[config.mk]
export PLATFORM = sky130hd
export DESIGN_NAME = rns_to_int_seq
export DESIGN_NICKNAME = d
export VERILOG_FILES = /design/src/rtl/rns_pkg.sv /design/src/rtl/rns_sub_mul_mod.sv /design/src/rtl/rns_to_int_seq.sv
export SDC_FILE = /design/constraint.sdc
export NUM_CORES = 2
export LEC_CHECK = 0
export CAP_MARGIN = 20
export CELL_PAD_IN_SITES_DETAIL_PLACEMENT = 0
export CELL_PAD_IN_SITES_GLOBAL_PLACEMENT = 1
export CORE_MARGIN = 2
export CORE_UTILIZATION = 30
export DETAILED_ROUTE_END_ITERATION = 12
export PLACE_DENSITY = 0.66
export SLEW_MARGIN = 15
export SYNTH_ARGS = -nofsm -noshare
export SYNTH_HDL_FRONTEND = slang
export SYNTH_SLANG_ARGS = --single-unit
[constraint.sdc]
create_clock -name clk -period 15.47 [get_ports clk]
set_clock_uncertainty 0.1 [all_clocks]
set_input_delay 2.3205 -clock clk [delete_from_list [all_inputs] [get_ports clk]]
set_output_delay 2.3205 -clock clk [all_outputs]
set_load 0.005 [all_outputs]
[src/rtl/rns_pkg.sv]
// Shared definitions for the RNS-to-integer converter.
//   - default moduli of the four lanes
//   - rns_res_t: the 8-bit residue type
//   - modinv(): constant-time modular inverse (extended Euclid)
//   - rns_range(): product of the four moduli (the dynamic range M)
//   - rns_state_e: the converter FSM states
package rns_pkg;

  localparam int unsigned M1_DEF = 233;
  localparam int unsigned M2_DEF = 239;
  localparam int unsigned M3_DEF = 241;
  localparam int unsigned M4_DEF = 251;

  typedef logic [7:0] rns_res_t;

  typedef enum logic [2:0] {
    ST_IDLE = 3'd0,
    ST_S1   = 3'd1,
    ST_S2   = 3'd2,
    ST_S3   = 3'd3,
    ST_H3   = 3'd4,
    ST_H2   = 3'd5,
    ST_H1   = 3'd6,
    ST_OUT  = 3'd7
  } rns_state_e;

  // Inverse of a modulo m. Only evaluated at elaboration time, so the
  // loop bound just has to exceed the Euclid step count for 8-bit moduli.
  function automatic int unsigned modinv(input int unsigned a, input int unsigned m);
    int t;
    int newt;
    int r;
    int newr;
    int q;
    int tmp;
    t    = 0;
    newt = 1;
    r    = int'(m);
    newr = int'(a % m);
    for (int i = 0; i < 64; i++) begin
      if (newr != 0) begin
        q    = r / newr;
        tmp  = t - q * newt;
        t    = newt;
        newt = tmp;
        tmp  = r - q * newr;
        r    = newr;
        newr = tmp;
      end
    end
    if (t < 0) begin
      t = t + int'(m);
    end
    return $unsigned(t);
  endfunction

  function automatic logic [31:0] rns_range(input int unsigned m1, input int unsigned m2,
                                            input int unsigned m3, input int unsigned m4);
    logic [63:0] p;
    p = 64'(m1) * 64'(m2) * 64'(m3) * 64'(m4);
    return p[31:0];
  endfunction

endpackage

[src/rtl/rns_sub_mul_mod.sv]
// Combinational modular subtract-and-scale: y_o = ((a_i - b_i) mod M) * C mod M.
//   a_i : minuend residue (already < M)
//   b_i : subtrahend residue (any 8-bit value, reduced mod M internally)
//   y_o : result residue, < M
module rns_sub_mul_mod
  import rns_pkg::*;
#(
  parameter int unsigned M = 233,
  parameter int unsigned C = 1
) (
  input  rns_res_t a_i,
  input  rns_res_t b_i,
  output rns_res_t y_o
);

  localparam logic [8:0] M9 = 9'(M);
  localparam logic [8:0] C9 = 9'(C);

  logic [8:0]  b_red;
  logic [8:0]  diff;
  logic [17:0] prod;

  always_comb begin
    // b may come from a lane with a larger modulus, so fold it first;
    // a + M - b then stays non-negative and fits in 9 bits.
    b_red = {1'b0, b_i} % M9;
    diff  = {1'b0, a_i} + M9 - b_red;
    prod  = 18'(diff) * 18'(C9);
    y_o   = 8'(prod % 18'(M9));
  end

endmodule

[src/rtl/rns_to_int_seq.sv]
// Sequential mixed-radix converter: packed 4-lane RNS word -> 32-bit integer.
//   clk, reset         : single clock, synchronous active-high reset
//   in_valid/in_ready  : input handshake, x_rns = {r4, r3, r2, r1}
//   out_valid/out_ready: output handshake for y and err
//   y                  : converted value (two's complement when SIGNED_OUT)
//   err                : some input residue was >= its modulus
// Latency is six cycles from the accepting edge; the error path goes
// straight to the output state.
module rns_to_int_seq
  import rns_pkg::*;
#(
  parameter int unsigned M1         = M1_DEF,
  parameter int unsigned M2         = M2_DEF,
  parameter int unsigned M3         = M3_DEF,
  parameter int unsigned M4         = M4_DEF,
  parameter bit          SIGNED_OUT = 1'b1
) (
  input  logic        clk,
  input  logic        reset,
  input  logic        in_valid,
  output logic        in_ready,
  input  logic [31:0] x_rns,
  output logic        out_valid,
  input  logic        out_ready,
  output logic [31:0] y,
  output logic        err
);

  localparam logic [31:0] M_RANGE = rns_range(M1, M2, M3, M4);
  localparam logic [31:0] M_HALF  = 32'((64'(M_RANGE) + 64'd1) / 64'd2);

  // Inverses used by the mixed-radix digit extraction steps.
  localparam int unsigned INV1_2 = modinv(M1 % M2, M2);
  localparam int unsigned INV1_3 = modinv(M1 % M3, M3);
  localparam int unsigned INV1_4 = modinv(M1 % M4, M4);
  localparam int unsigned INV2_3 = modinv(M2 % M3, M3);
  localparam int unsigned INV2_4 = modinv(M2 % M4, M4);
  localparam int unsigned INV3_4 = modinv(M3 % M4, M4);

  rns_state_e  state_q, state_d;
  rns_res_t    r1_q, r1_d;
  rns_res_t    r2_q, r2_d;
  rns_res_t    r3_q, r3_d;
  rns_res_t    r4_q, r4_d;
  logic [31:0] acc_q, acc_d;
  logic [31:0] y_q, y_d;
  logic        err_q, err_d;

  rns_res_t s1_r2, s1_r3, s1_r4;
  rns_res_t s2_r3, s2_r4;
  rns_res_t s3_r4;

  logic lane_bad;

  // Digit a1 = r1 is removed from lanes 2..4.
  rns_sub_mul_mod #(.M(M2), .C(INV1_2)) u_s1_l2 (.a_i(r2_q), .b_i(r1_q), .y_o(s1_r2));
  rns_sub_mul_mod #(.M(M3), .C(INV1_3)) u_s1_l3 (.a_i(r3_q), .b_i(r1_q), .y_o(s1_r3));
  rns_sub_mul_mod #(.M(M4), .C(INV1_4)) u_s1_l4 (.a_i(r4_q), .b_i(r1_q), .y_o(s1_r4));
  // Digit a2 = r2 is removed from lanes 3..4.
  rns_sub_mul_mod #(.M(M3), .C(INV2_3)) u_s2_l3 (.a_i(r3_q), .b_i(r2_q), .y_o(s2_r3));
  rns_sub_mul_mod #(.M(M4), .C(INV2_4)) u_s2_l4 (.a_i(r4_q), .b_i(r2_q), .y_o(s2_r4));
  // Digit a3 = r3 is removed from lane 4, leaving a4.
  rns_sub_mul_mod #(.M(M4), .C(INV3_4)) u_s3_l4 (.a_i(r4_q), .b_i(r3_q), .y_o(s3_r4));

  assign lane_bad = (32'(x_rns[7:0])   >= M1) ||
                    (32'(x_rns[15:8])  >= M2) ||
                    (32'(x_rns[23:16]) >= M3) ||
                    (32'(x_rns[31:24]) >= M4);

  always_comb begin
    logic [31:0] acc_full;
    acc_full = 32'd0;
    state_d  = state_q;
    r1_d     = r1_q;
    r2_d     = r2_q;
    r3_d     = r3_q;
    r4_d     = r4_q;
    acc_d    = acc_q;
    y_d      = y_q;
    err_d    = err_q;
    case (state_q)
      ST_IDLE: begin
        if (in_valid) begin
          r1_d  = x_rns[7:0];
          r2_d  = x_rns[15:8];
          r3_d  = x_rns[23:16];
          r4_d  = x_rns[31:24];
          acc_d = 32'd0;
          y_d   = 32'd0;
          err_d = lane_bad;
          state_d = lane_bad ? ST_OUT : ST_S1;
        end
      end
      ST_S1: begin
        r2_d    = s1_r2;
        r3_d    = s1_r3;
        r4_d    = s1_r4;
        state_d = ST_S2;
      end
      ST_S2: begin
        r3_d    = s2_r3;
        r4_d    = s2_r4;
        state_d = ST_S3;
      end
      ST_S3: begin
        r4_d    = s3_r4;
        state_d = ST_H3;
      end
      // Horner evaluation of a1 + M1*(a2 + M2*(a3 + M3*a4)); the lane
      // registers still hold the digits a1..a4 at this point.
      ST_H3: begin
        acc_d   = 32'(r4_q) * 32'(M3) + 32'(r3_q);
        state_d = ST_H2;
      end
      ST_H2: begin
        acc_d   = acc_q * 32'(M2) + 32'(r2_q);
        state_d = ST_H1;
      end
      ST_H1: begin
        acc_full = acc_q * 32'(M1) + 32'(r1_q);
        // Upper half of the range maps to negative values; the 32-bit
        // wrap of acc - M is exactly its two's-complement encoding.
        if (SIGNED_OUT && (acc_full >= M_HALF)) begin
          acc_full = acc_full - M_RANGE;
        end
        acc_d   = acc_full;
        y_d     = acc_full;
        state_d = ST_OUT;
      end
      ST_OUT: begin
        if (out_ready) begin
          state_d = ST_IDLE;
        end
      end
      default: state_d = ST_IDLE;
    endcase
  end

  always_ff @(posedge clk) begin
    if (reset) begin
      state_q <= ST_IDLE;
      r1_q    <= '0;
      r2_q    <= '0;
      r3_q    <= '0;
      r4_q    <= '0;
      acc_q   <= '0;
      y_q     <= '0;
      err_q   <= 1'b0;
    end else begin
      state_q <= state_d;
      r1_q    <= r1_d;
      r2_q    <= r2_d;
      r3_q    <= r3_d;
      r4_q    <= r4_d;
      acc_q   <= acc_d;
      y_q     <= y_d;
      err_q   <= err_d;
    end
  end

  assign in_ready  = (state_q == ST_IDLE);
  assign out_valid = (state_q == ST_OUT);
  assign y         = y_q;
  assign err       = err_q;

endmodule

==> flow_summary.ini <==
[cts]
ctsLongestPathBuffers = 2
cts_tree = yes
cts-root-buf = clkbuf_16
clkTransAtPathRegs_ps = 110
insertion_delay_ps = 420
cts_buffers = 9
cts_max_level = 3
clkSinkCount = 100
hold_buffers = 0

[grt]
track_usage_pct = 17.13
gr-max-usage-layer = met2
grt_pass1_vias = 29610
grt.met1_usage_pct = 24.48
gr-total-overflow = 0
grt_pass1_wl_mm = 159.3
grt_max_degree = 52
antenna_found_initial = 7
met3_usage_pct = 2.134
use_met2_pct = 28.01

[finish]
drive_gt1_share_pct = 9.195
fin_nets = 5001
nFillCells = 11770
fin_cells = 5677
syn_to_final_growth_pct = 11.35
finalInstanceArea_um2 = 37220

[synth]
syn_area_per_cell_um2 = 8.230
synthAdderAreaFrac_pct = 36.30
ys.flop_type = dfxtp_1
yosys.area_share.simple_pct = 15.41
synth_top_area_share_pct = 18.39
ys_top_cells_by_area = fa_1, ha_1, dfxtp_1, inv_1, xnor2_1
synth_top_family_by_area = adder cells
synth_area_um2 = 33420
ys_ff_latch = 100
synth_edf_count = 0
synth_xor_area_share_pct = 7.427
ys_types = 145
synthArstFlopShare_pct = 0
synthMuxAreaShare_pct = 1.913
synthCells = 4061
synth_compound_area_share_pct = 25.57
synth_common_cells = inv_1, ha_1, nand2_1
synth.most_common_cell = inv_1
seq_area_frac_synth_pct = 5.990
ys.warnings.count = 0
yosysTopAreaCell = fa_1
syn_nets = 4880

[worst_setup_path]
required_ps = 15660
rrSetupSlack_ps = 780
slowest_delay_ps = 630
crit_start = r1_q[1]$_SDFFE_PP0P_
crit_type = reg -> reg
start_kind = flop
critical_path.max_fanout = 11
crit_end = r2_q[5]$_SDFFE_PP0P_
r2r_end = r2_q[5]$_SDFFE_PP0P_
r2r_start = r1_q[1]$_SDFFE_PP0P_
cp-end-kind = flop
cp_slowest_cell = or4_1
cp.arrival_ps = 14880
rr_worst_depth = 55

[hold_path]
hold_path.class = reg -> reg

[sta]
drv_slew = 0
finalCritPeriodShare_pct = 94.96
slew_headroom_pct = 32.85
tightest_slew_ps = 1000
final-hold-violation-count = 0
setup_slack_ps = 779.2
setup_violations = 0
period_needed_ps = 14690
fin_hold_ws_ps = 361.4
fmax_mhz = 68.07

[die]
initial_core_util_pct = 30.24
core_area_um2 = 110500
die_h_um = 337.8
io_pins = 71
die_w_um = 337.8
dieArea_um2 = 114100
rows = 122

[placed_design]
io_buffers = 70
dp_hpwl_mm = 81.97
place_inst = 5641
place_ws_ps = 198.7
gp_congestion = 0.8625
place_area_um2 = 36430

[run]
maxCapViolCount = 0

[routing]
drcViolationCount = 0
dr_total_vias = 29900
drtAntennaViolNets = 0
wl_per_cell_um = 17.28
drt-initial-drc-count = 1683
viasPerCell = 5.267
routed_wirelength_mm = 98.11
first_pass_iters = 6

[status]
status = complete, no violations
==> what timing repair did <==
| action | 4_1_cts | 5_1_grt |
|---|---|---|
| buffers inserted | 0 | 16 |
| gates resized for setup | 0 | 68 |
| endpoints found under the setup margin | 0 | 24 |
==> state kept, by name (all words and copies together), names as in the netlist <==
name	cells
err	1
r4_q	8
r1_q	8
r2_q	8
y	32
state_q	3
acc_q	32
r3_q	8
==> cell type report <==
type	instances	area, um^2	area share (%)
Antenna cell	2	5.005	0.01345
Clock buffer	9	225.2	0.6052
Clock inverter	7	75.07	0.2017
Inverter	530	1989	5.346
Multi-Input combinational cell	3333	29320	78.79
Sequential cell	100	2004	5.386
Tap cell	1488	1862	5.003
Timing Repair Buffer	208	1732	4.653
==> worst max-delay path: cells and delay by family, from the launching register on <==
kind | cells | cell delay [ps]
AO/OA/AOI/OAI | 21 | 4570
adder cells (fa/ha/maj) | 10 | 3500
buffers and inverters | 4 | 290
flip-flops | 1 | 450
XOR/XNOR | 4 | 760
multiplexers | 3 | 720
AND/OR/NAND/NOR | 13 | 4140
==> routing by layer <==
layer / wire length (um) / vias to the layer above / part of all wire [%]
met5: 35 / - / 0.036
met4: 1254 / 8 / 1.3
met3: 3847 / 87 / 3.9
met2: 44530 / 524 / 45
met1: 48440 / 14510 / 49
li1: - / 14770 / -
==> placed cells by master (no fill, tap or decap), types with 42 or more instances in the layout <==
cell type | synthesis | layout
inv_1 | 528 | 527
ha_1 | 476 | 474
nand2_1 | 316 | 316
fa_1 | 307 | 307
a21oi_1 | 235 | 230
nor2_1 | 230 | 226
xnor2_1 | 189 | 183
o21ai_0 | 183 | 181
buf_4 | 5 | 137
dfxtp_1 | 100 | 98
nand3_1 | 80 | 79
nor3_1 | 83 | 79
a21o_1 | 76 | 76
xor2_1 | 77 | 71
clkdlybuf4s50_1 | 0 | 69
o21bai_1 | 55 | 54
o22ai_1 | 45 | 44
o21a_1 | 44 | 44
and3_1 | 45 | 42
a211oi_1 | 45 | 42
mux2i_1 | 44 | 42
==> worst min-delay path by stage <==
stage | startpoint | to | slack, ps | depth (start not counted)
final | y[13]$_SDFFE_PP0P_ | y[13]$_SDFFE_PP0P_ | 360 | 2
after global routing | y[8]$_SDFFE_PP0P_ | y[8]$_SDFFE_PP0P_ | 390 | 2
after CTS | y[14]$_SDFFE_PP0P_ | y[14]$_SDFFE_PP0P_ | 370 | 2
after detailed placement | y[14]$_SDFFE_PP0P_ | y[14]$_SDFFE_PP0P_ | 350 | 2
after global placement | y[21]$_SDFFE_PP0P_ | y[21]$_SDFFE_PP0P_ | 340 | 2
after floorplan | y[0]$_SDFFE_PP0P_ | y[0]$_SDFFE_PP0P_ | 350 | 2
==> cell families after synthesis <==
logic type	after synthesis
buffers and inverters	628
DFF	100
muxes	61
adders and majority gates	786
and+or+nand+nor	1039
AOI/OAI and AO/OA	1173
xor gates and xnor gates	274
==> stage by stage <==
stage	utilization [%]	TNS [ps]
after global placement	32.95	0
final	33.67	0
after global routing	33.67	-152.5
after floorplan	-	0
after detailed placement	32.96	0
after CTS	33.23	0
Power is not shown: default switching activity piles up to over one toggle a cycle in this logic, so the estimate is an artifact.
